<file path="src/rtl/num_char_render.sv">
// Numeric overlay: sequential double-dabble converter feeding a frame-latched
// digit register, composited over the video stream through a 3-stage ROM pipeline.
module num_char_render #(
    parameter int          X_START    = 100,
    parameter int          Y_START    = 50,
    parameter int          NUM_DIGITS = 6,
    parameter int          BIN_WIDTH  = 20,
    parameter logic [23:0] FG_COLOR   = 24'hFFFFFF
) (
    input  logic                 clk,
    input  logic                 rst,
    input  logic [BIN_WIDTH-1:0] val_in,
    input  logic                 val_valid,
    output logic                 val_ready,
    input  logic [11:0]          pix_x,
    input  logic [11:0]          pix_y,
    input  logic                 de_in,
    input  logic                 hs_in,
    input  logic                 vs_in,
    input  logic [23:0]          rgb_in,
    output logic [9:0]           rom_addr,
    input  logic [23:0]          rom_data,
    output logic                 de_out,
    output logic                 hs_out,
    output logic                 vs_out,
    output logic [23:0]          rgb_out
);

    localparam logic [1:0]  S_IDLE  = 2'd0;
    localparam logic [1:0]  S_SHIFT = 2'd1;
    localparam logic [1:0]  S_DONE  = 2'd2;
    localparam logic [11:0] X_LO = 12'(X_START);
    localparam logic [11:0] X_HI = 12'(X_START + 24 * NUM_DIGITS - 1);
    localparam logic [11:0] Y_LO = 12'(Y_START);
    localparam logic [11:0] Y_HI = 12'(Y_START + 31);
    localparam logic [4:0]  CNT_LAST = 5'(BIN_WIDTH - 1);
    localparam logic [63:0] LOW_MASK64 = (64'd1 << (4 * NUM_DIGITS)) - 64'd1;
    localparam logic [31:0] HI_MASK = ~LOW_MASK64[31:0];

    logic [1:0]           state_q, state_d;
    logic [4:0]           cnt_q, cnt_d;
    logic [BIN_WIDTH-1:0] bin_q, bin_d;
    logic [31:0]          bcd_q, bcd_d, adj;
    logic [31:0]          pend_dig_q, pend_dig_d;
    logic [31:0]          disp_q, disp_d;
    logic                 pend_q, pend_d;
    logic                 vs_prev_q, vs_rise;

    assign val_ready = (state_q == S_IDLE);

    always_comb begin
        state_d    = state_q;
        cnt_d      = cnt_q;
        bin_d      = bin_q;
        bcd_d      = bcd_q;
        pend_dig_d = pend_dig_q;
        pend_d     = pend_q;
        disp_d     = disp_q;
        adj        = bcd_q;
        for (int i = 0; i < 8; i++) begin
            if (adj[4*i +: 4] >= 4'd5) adj[4*i +: 4] = adj[4*i +: 4] + 4'd3;
        end
        case (state_q)
            S_IDLE: begin
                if (val_valid) begin
                    bin_d   = val_in;
                    bcd_d   = '0;
                    cnt_d   = CNT_LAST;
                    state_d = S_SHIFT;
                end
            end
            S_SHIFT: begin
                bcd_d = {adj[30:0], bin_q[BIN_WIDTH-1]};
                bin_d = bin_q << 1;
                if (cnt_q == 5'd0) state_d = S_DONE;
                else               cnt_d   = cnt_q - 5'd1;
            end
            S_DONE: begin
                // Any nonzero digit beyond the displayed width saturates to all nines.
                pend_dig_d = (|(bcd_q & HI_MASK)) ? {8{4'd9}} : bcd_q;
                state_d    = S_IDLE;
            end
            default: state_d = S_IDLE;
        endcase
        vs_rise = vs_in & ~vs_prev_q;
        if (vs_rise && pend_q) begin
            disp_d = pend_dig_q;
            pend_d = 1'b0;
        end
        if (state_q == S_DONE) pend_d = 1'b1;
    end

    // Stage 1: box decode and glyph address from the incoming pixel.
    logic [11:0]           dx;
    logic [2:0]            dig_idx;
    logic                  in_box, seen_nz, sel_blank;
    logic [3:0]            sel_code;
    logic [NUM_DIGITS-1:0] blank_vec;
    logic [9:0]            rom_addr_q, rom_addr_d;
    logic [4:0]            col1_q, col1_d, col2_q;
    logic                  box1_q, box1_d, box2_q, blank1_q, blank1_d, blank2_q;
    logic [2:0]            sync1_q, sync2_q, sync_out_q;
    logic [23:0]           rgb1_q, rgb2_q, rgb_out_q, rgb_out_d;
    logic                  glyph_bit;

    always_comb begin
        dx      = pix_x - X_LO;
        dig_idx = 3'(dx / 12'd24);
        col1_d  = 5'(dx % 12'd24);
        in_box  = (pix_x >= X_LO) && (pix_x <= X_HI) && (pix_y >= Y_LO) && (pix_y <= Y_HI);
        seen_nz   = 1'b0;
        blank_vec = '0;
        for (int d = 0; d < NUM_DIGITS; d++) begin
            if (disp_q[4*(NUM_DIGITS-1-d) +: 4] != 4'd0) seen_nz = 1'b1;
            blank_vec[d] = ~seen_nz && (d != NUM_DIGITS - 1);
        end
        sel_code  = 4'd0;
        sel_blank = 1'b0;
        for (int d = 0; d < NUM_DIGITS; d++) begin
            if (dig_idx == 3'(d)) begin
                sel_code  = disp_q[4*(NUM_DIGITS-1-d) +: 4];
                sel_blank = blank_vec[d];
            end
        end
        rom_addr_d = in_box ? {1'b0, sel_code, 5'(pix_y - Y_LO)} : 10'd0;
        box1_d     = in_box;
        blank1_d   = sel_blank;
    end

    // Stage 3: rom_data is now valid for the pixel held in stage 2.
    always_comb begin
        glyph_bit = rom_data[5'd23 - col2_q];
        rgb_out_d = (sync2_q[2] && box2_q && !blank2_q && glyph_bit) ? FG_COLOR : rgb2_q;
    end

    always_ff @(posedge clk or posedge rst) begin
        if (rst) begin
            state_q    <= S_IDLE;
            cnt_q      <= '0;
            bin_q      <= '0;
            bcd_q      <= '0;
            pend_dig_q <= '0;
            disp_q     <= '0;
            pend_q     <= 1'b0;
            vs_prev_q  <= 1'b0;
            rom_addr_q <= '0;
            col1_q     <= '0;
            col2_q     <= '0;
            box1_q     <= 1'b0;
            box2_q     <= 1'b0;
            blank1_q   <= 1'b0;
            blank2_q   <= 1'b0;
            sync1_q    <= '0;
            sync2_q    <= '0;
            sync_out_q <= '0;
            rgb1_q     <= '0;
            rgb2_q     <= '0;
            rgb_out_q  <= '0;
        end else begin
            state_q    <= state_d;
            cnt_q      <= cnt_d;
            bin_q      <= bin_d;
            bcd_q      <= bcd_d;
            pend_dig_q <= pend_dig_d;
            disp_q     <= disp_d;
            pend_q     <= pend_d;
            vs_prev_q  <= vs_in;
            rom_addr_q <= rom_addr_d;
            col1_q     <= col1_d;
            col2_q     <= col1_q;
            box1_q     <= box1_d;
            box2_q     <= box1_q;
            blank1_q   <= blank1_d;
            blank2_q   <= blank1_q;
            sync1_q    <= {de_in, hs_in, vs_in};
            sync2_q    <= sync1_q;
            sync_out_q <= sync2_q;
            rgb1_q     <= rgb_in;
            rgb2_q     <= rgb1_q;
            rgb_out_q  <= rgb_out_d;
        end
    end

    assign rom_addr = rom_addr_q;
    assign de_out   = sync_out_q[2];
    assign hs_out   = sync_out_q[1];
    assign vs_out   = sync_out_q[0];
    assign rgb_out  = rgb_out_q;

endmodule

</file>
<file path="config.mk">
export PLATFORM = sky130hd
export DESIGN_NAME = num_char_render
export DESIGN_NICKNAME = d
export VERILOG_FILES = /design/src/rtl/num_char_render.sv
export SDC_FILE = /design/constraint.sdc
export NUM_CORES = 1
export LEC_CHECK = 0
export ABC_AREA = 1
export CORE_AREA = 5 5 133 160
export DETAILED_ROUTE_END_ITERATION = 12
export DIE_AREA = 0 0 138 165
export GPL_TIMING_DRIVEN = 0
export PLACE_DENSITY = 0.8
export SYNTH_ARGS = -nofsm -noshare
export SYNTH_HDL_FRONTEND = slang
export SYNTH_SLANG_ARGS = --single-unit
export TNS_END_PERCENT = 1
</file>
<file path="constraint.sdc">
create_clock -name clk -period 7.71 [get_ports clk]
set_input_delay 1.542 -clock clk [delete_from_list [all_inputs] [get_ports clk]]
set_output_delay 1.542 -clock clk [all_outputs]
set_load 0.005 [all_outputs]
</file>
==> summary.md <==
| Metric | Value |
|---|---|
| Worst Tran Pin Value | `~700 ps` |
| EDFF count, synth | `0` |
| Clock sink total | `approximately 210` |
| H-tree depth | `1` |
| Crit path largest cell delay | `roughly 600 ps` |
| # setup viols final | `0` |
| Fraction of layout cells with a size suffix above 1 | `6.98%` |
| Buf+Inv Stages, Crit Path | `2` |
| Peak VDD IR | `roughly 0.24 mV` |
| Status | `complete, no violations` |
| Via Count | `7358` |
| Setup TNS | `0 ps` |
| Pwr/cell area | `318 nW/um2` |
| CTS Hold Bufs | `0` |
| Worst min path class | `reg2reg` |
| Most used cell, CP | `nand2_1` |
| Delay-heaviest family, CP | `simple AND/OR/NAND/NOR gates` |
| GP Congestion | `around 0.9` |
| Tmin final | `5230 ps` |
| Crit-path slowest cell | `clkdlybuf4s50_1` |
| Dpl cell area | `about 11000 um2` |
| Final nets | `~1300` |
| Number of CTS-inserted buffers | `21` |
| Layout area overhead | `25.0%` |
| Leakage | `5.55 nW` |
| ANT cells | `0` |
| Worst hold margin | `between 300 and 400 ps` |
| First-pass GRT wire length | `around 34 mm` |
| Post-detail-place hpwl | `around 15 mm` |
| Die width | `between 100 and 150 um` |
| Core region area | `approximately 19000 um2` |
| Share of the synthesized area in the top cell type | `56.4%` |
| Yosys cell types | `43` |
| Area contributors post-synth | `dfrtp_1 56%, nand2_1 7.7%, inv_1 5.6%, o21ai_0 5.1%, nor2_1 3.5%` |
| Max Clk Rate | `roughly 190 MHz` |
| Top FF cell, synth | `dfrtp_1` |
| YS warnings | `0` |
| Worst-Skew Late Latency | `roughly 490 ps` |
| Crit share post-route | `between 60% and 70%` |
| Crit path kind | `in2reg` |
| Post CTS Setup Buffer Count | `0` |
| Max Root-Sink Buffers | `3` |
| Setup crit start | `pix_x[2]` |
| Max cap viols | `0` |
| Post-synth ARST share | `between 90% and 100%` |
| Antenna viol nets, final | `0` |
| Mapped Area | `approximately 9400 um2` |
| Post-route DRC violation count | `0` |
| CTS resizes | `0` |
| #FFs+latches synth | `between 200 and 250` |
| Initial core utilization | `between 40% and 50%` |
| Crit path DAT | `between 5000 and 6000 ps` |
| Total GRT Usage | `approximately 18%` |
| Endpoint type of the worst setup path | `flop` |
| R2R Path Start | `state_q[1]` |
| Final Cell Area | `approximately 12000 um2` |
| Vias in the first global route | `about 7300` |
| CP required | `8090 ps` |
| Final Max Slew Viols | `0` |
| Via/cell ratio | `around 5.0` |
| CTS tree | `done` |
| Routed wire length per instance | `between 10 and 15 um` |
| CP Max Fanout | `9` |
| Register area share after synthesis | `between 50% and 60%` |
| Worst Clk Skew | `around 13 ps` |
| RSZ-0062 raised after global routing | `no` |
| Initial antenna violation count | `0` |
| Largest net degree at the start of global routing | `about 130` |
| CTS root buf | `clkbuf_16` |
| Rows | `56` |
| Routed wire length | `20.1 mm` |
| Top post-synthesis cells by count | `212 x dfrtp_1, 193 x nand2_1, 141 x inv_1` |
| Mapped Cells | `between 1000 and 1500` |
| Post-Syn Nets | `roughly 1200` |
| Final Hold Vio Count | `0` |
| Max transition margin | `between 50% and 60%` |
| Hold path startpoint | `rgb1_q[21]` |
| Syn_area_per_cell | `about 9.1 um2` |
| Yosys top cell by area | `dfrtp_1` |
| Critical Path Start Type | `input port` |
| Port buffer count | `134` |
| Worst-path clk slew | `~60 ps` |
| Die Y | `165 um` |
| Grt total ovfl | `0` |
| I/O pin count | `roughly 140` |
| Most common cell in the netlist | `dfrtp_1` |
| Die Area | `approximately 23000 um2` |
| DRT iter0 DRCs | `367` |
| Pre-Repair DR Iteration Count | `5` |
| # fillers | `between 1500 and 2000` |
## metal layers
metal | track usage [%] | part of all wire (%)
met1 | 21.1 | 41
met5 | 0 | 0
met3 | 2.66 | 4.8
met2 | 32.8 | 51
met4 | 6.33 | 3.2
## worst paths after layout
| check | slack (ps) | cells past startpoint | end |
|---|---|---|---|
| worst min register to register | 340 | 0 | rgb2_q[21] |
| worst max register to register | 5310 | 9 | cnt_q[4] |
| max in group asynchronous | 5170 | 3 | col2_q[0] |
| min in group asynchronous | 1530 | 2 | sync1_q[1] |
| worst max-delay path | 2480 | 35 | blank1_q |
| worst min-delay path | 340 | 0 | rgb2_q[21] |
## sequential cells by signal (all words and copies together) (netlist names)
register,cells
state_q,2
rom_addr,9
pend_q,1
box2_q,1
disp_q,24
sync_out_q,3
rgb_out,24
col1_q,5
bin_q,20
rgb2_q,24
rgb1_q,24
cnt_q,5
pend_dig_q,24
sync1_q,3
blank1_q,1
blank2_q,1
box1_q,1
sync2_q,3
bcd_q,32
col2_q,5
## logic make-up (layout without fill, tap and decap cells)
group                      after synthesis  count (layout)  share of synthesized area [%]
AOI/OAI and AO/OA                      213             213                           13.0
xor gates and xnor gates                15              15                           1.40
adders and majority gates               26              26                           3.46
buffers and inverters                  179             349                           7.18
DFF                                    212             212                           56.4
other                                    1               1                         0.0398
and+or+nand+nor                        387             387                           18.6
## cell usage in the layout (no fill, tap or decap), types with 2 or more instances in the layout
cell type | netlist | layout
o21ai_1 | 9 | 9
nand3_2 | 5 | 5
xor2_1 | 12 | 12
o221ai_1 | 6 | 6
clkbuf_16 | 0 | 21
nand2_2 | 20 | 20
clkinv_2 | 0 | 2
clkbuf_8 | 0 | 6
o211ai_1 | 6 | 6
nand2_4 | 4 | 4
nand4_1 | 15 | 15
ha_1 | 26 | 26
clkdlybuf4s50_1 | 0 | 134
o21ai_0 | 96 | 96
o2111ai_1 | 2 | 2
clkbuf_1 | 26 | 29
xnor2_1 | 3 | 3
o32ai_1 | 5 | 5
nand3_1 | 39 | 39
clkinv_1 | 2 | 2
nand3b_1 | 2 | 2
or2_2 | 2 | 2
o31ai_1 | 9 | 9
nor2_1 | 87 | 87
nand2_1 | 193 | 193
dfrtp_1 | 212 | 212
a21oi_1 | 42 | 42
a32o_1 | 3 | 3
nor2_4 | 3 | 3
inv_2 | 8 | 8
o21ai_2 | 2 | 2
a31oi_1 | 16 | 16
nor3_1 | 6 | 6
nand3_4 | 2 | 2
o22ai_1 | 14 | 14
inv_1 | 141 | 140
nor4_1 | 5 | 5
## per-stage QoR
| stage | total power, mW | util, % | setup slack (ps) | instances |
|---|---|---|---|---|
| 2_1_floorplan | 2.42 | - | 374 | 1033 |
| 3_3_place_gp | 2.73 | 56.9 | -2010 | 1428 |
| 3_5_place_dp | 2.79 | 57.1 | 1970 | 1429 |
| 4_1_cts | 3.77 | 60.4 | 2480 | 1464 |
| 5_1_grt | 4.03 | 60.4 | 2000 | 1464 |
| 6_report | 3.75 | 60.4 | 2480 | 1464 |
## area by class of cell
class / instances / area [um2] / area share [%]
buffer: 28 / 109 / 0.925
clock buffer: 30 / 619 / 5.26
clock inverter: 5 / 35.0 / 0.298
inverter: 151 / 574 / 4.88
multi-input combinational: 642 / 3430 / 29.2
sequential: 212 / 5310 / 45.1
tap: 261 / 327 / 2.77
timing repair buffer: 135 / 1370 / 11.6
## where the power goes
group / switching [mW] / internal, mW
clock: 0.405 / 0.557
combinational: 0.812 / 0.439
sequential: 0.145 / 1.39
Power figures use the tool's default switching activity.
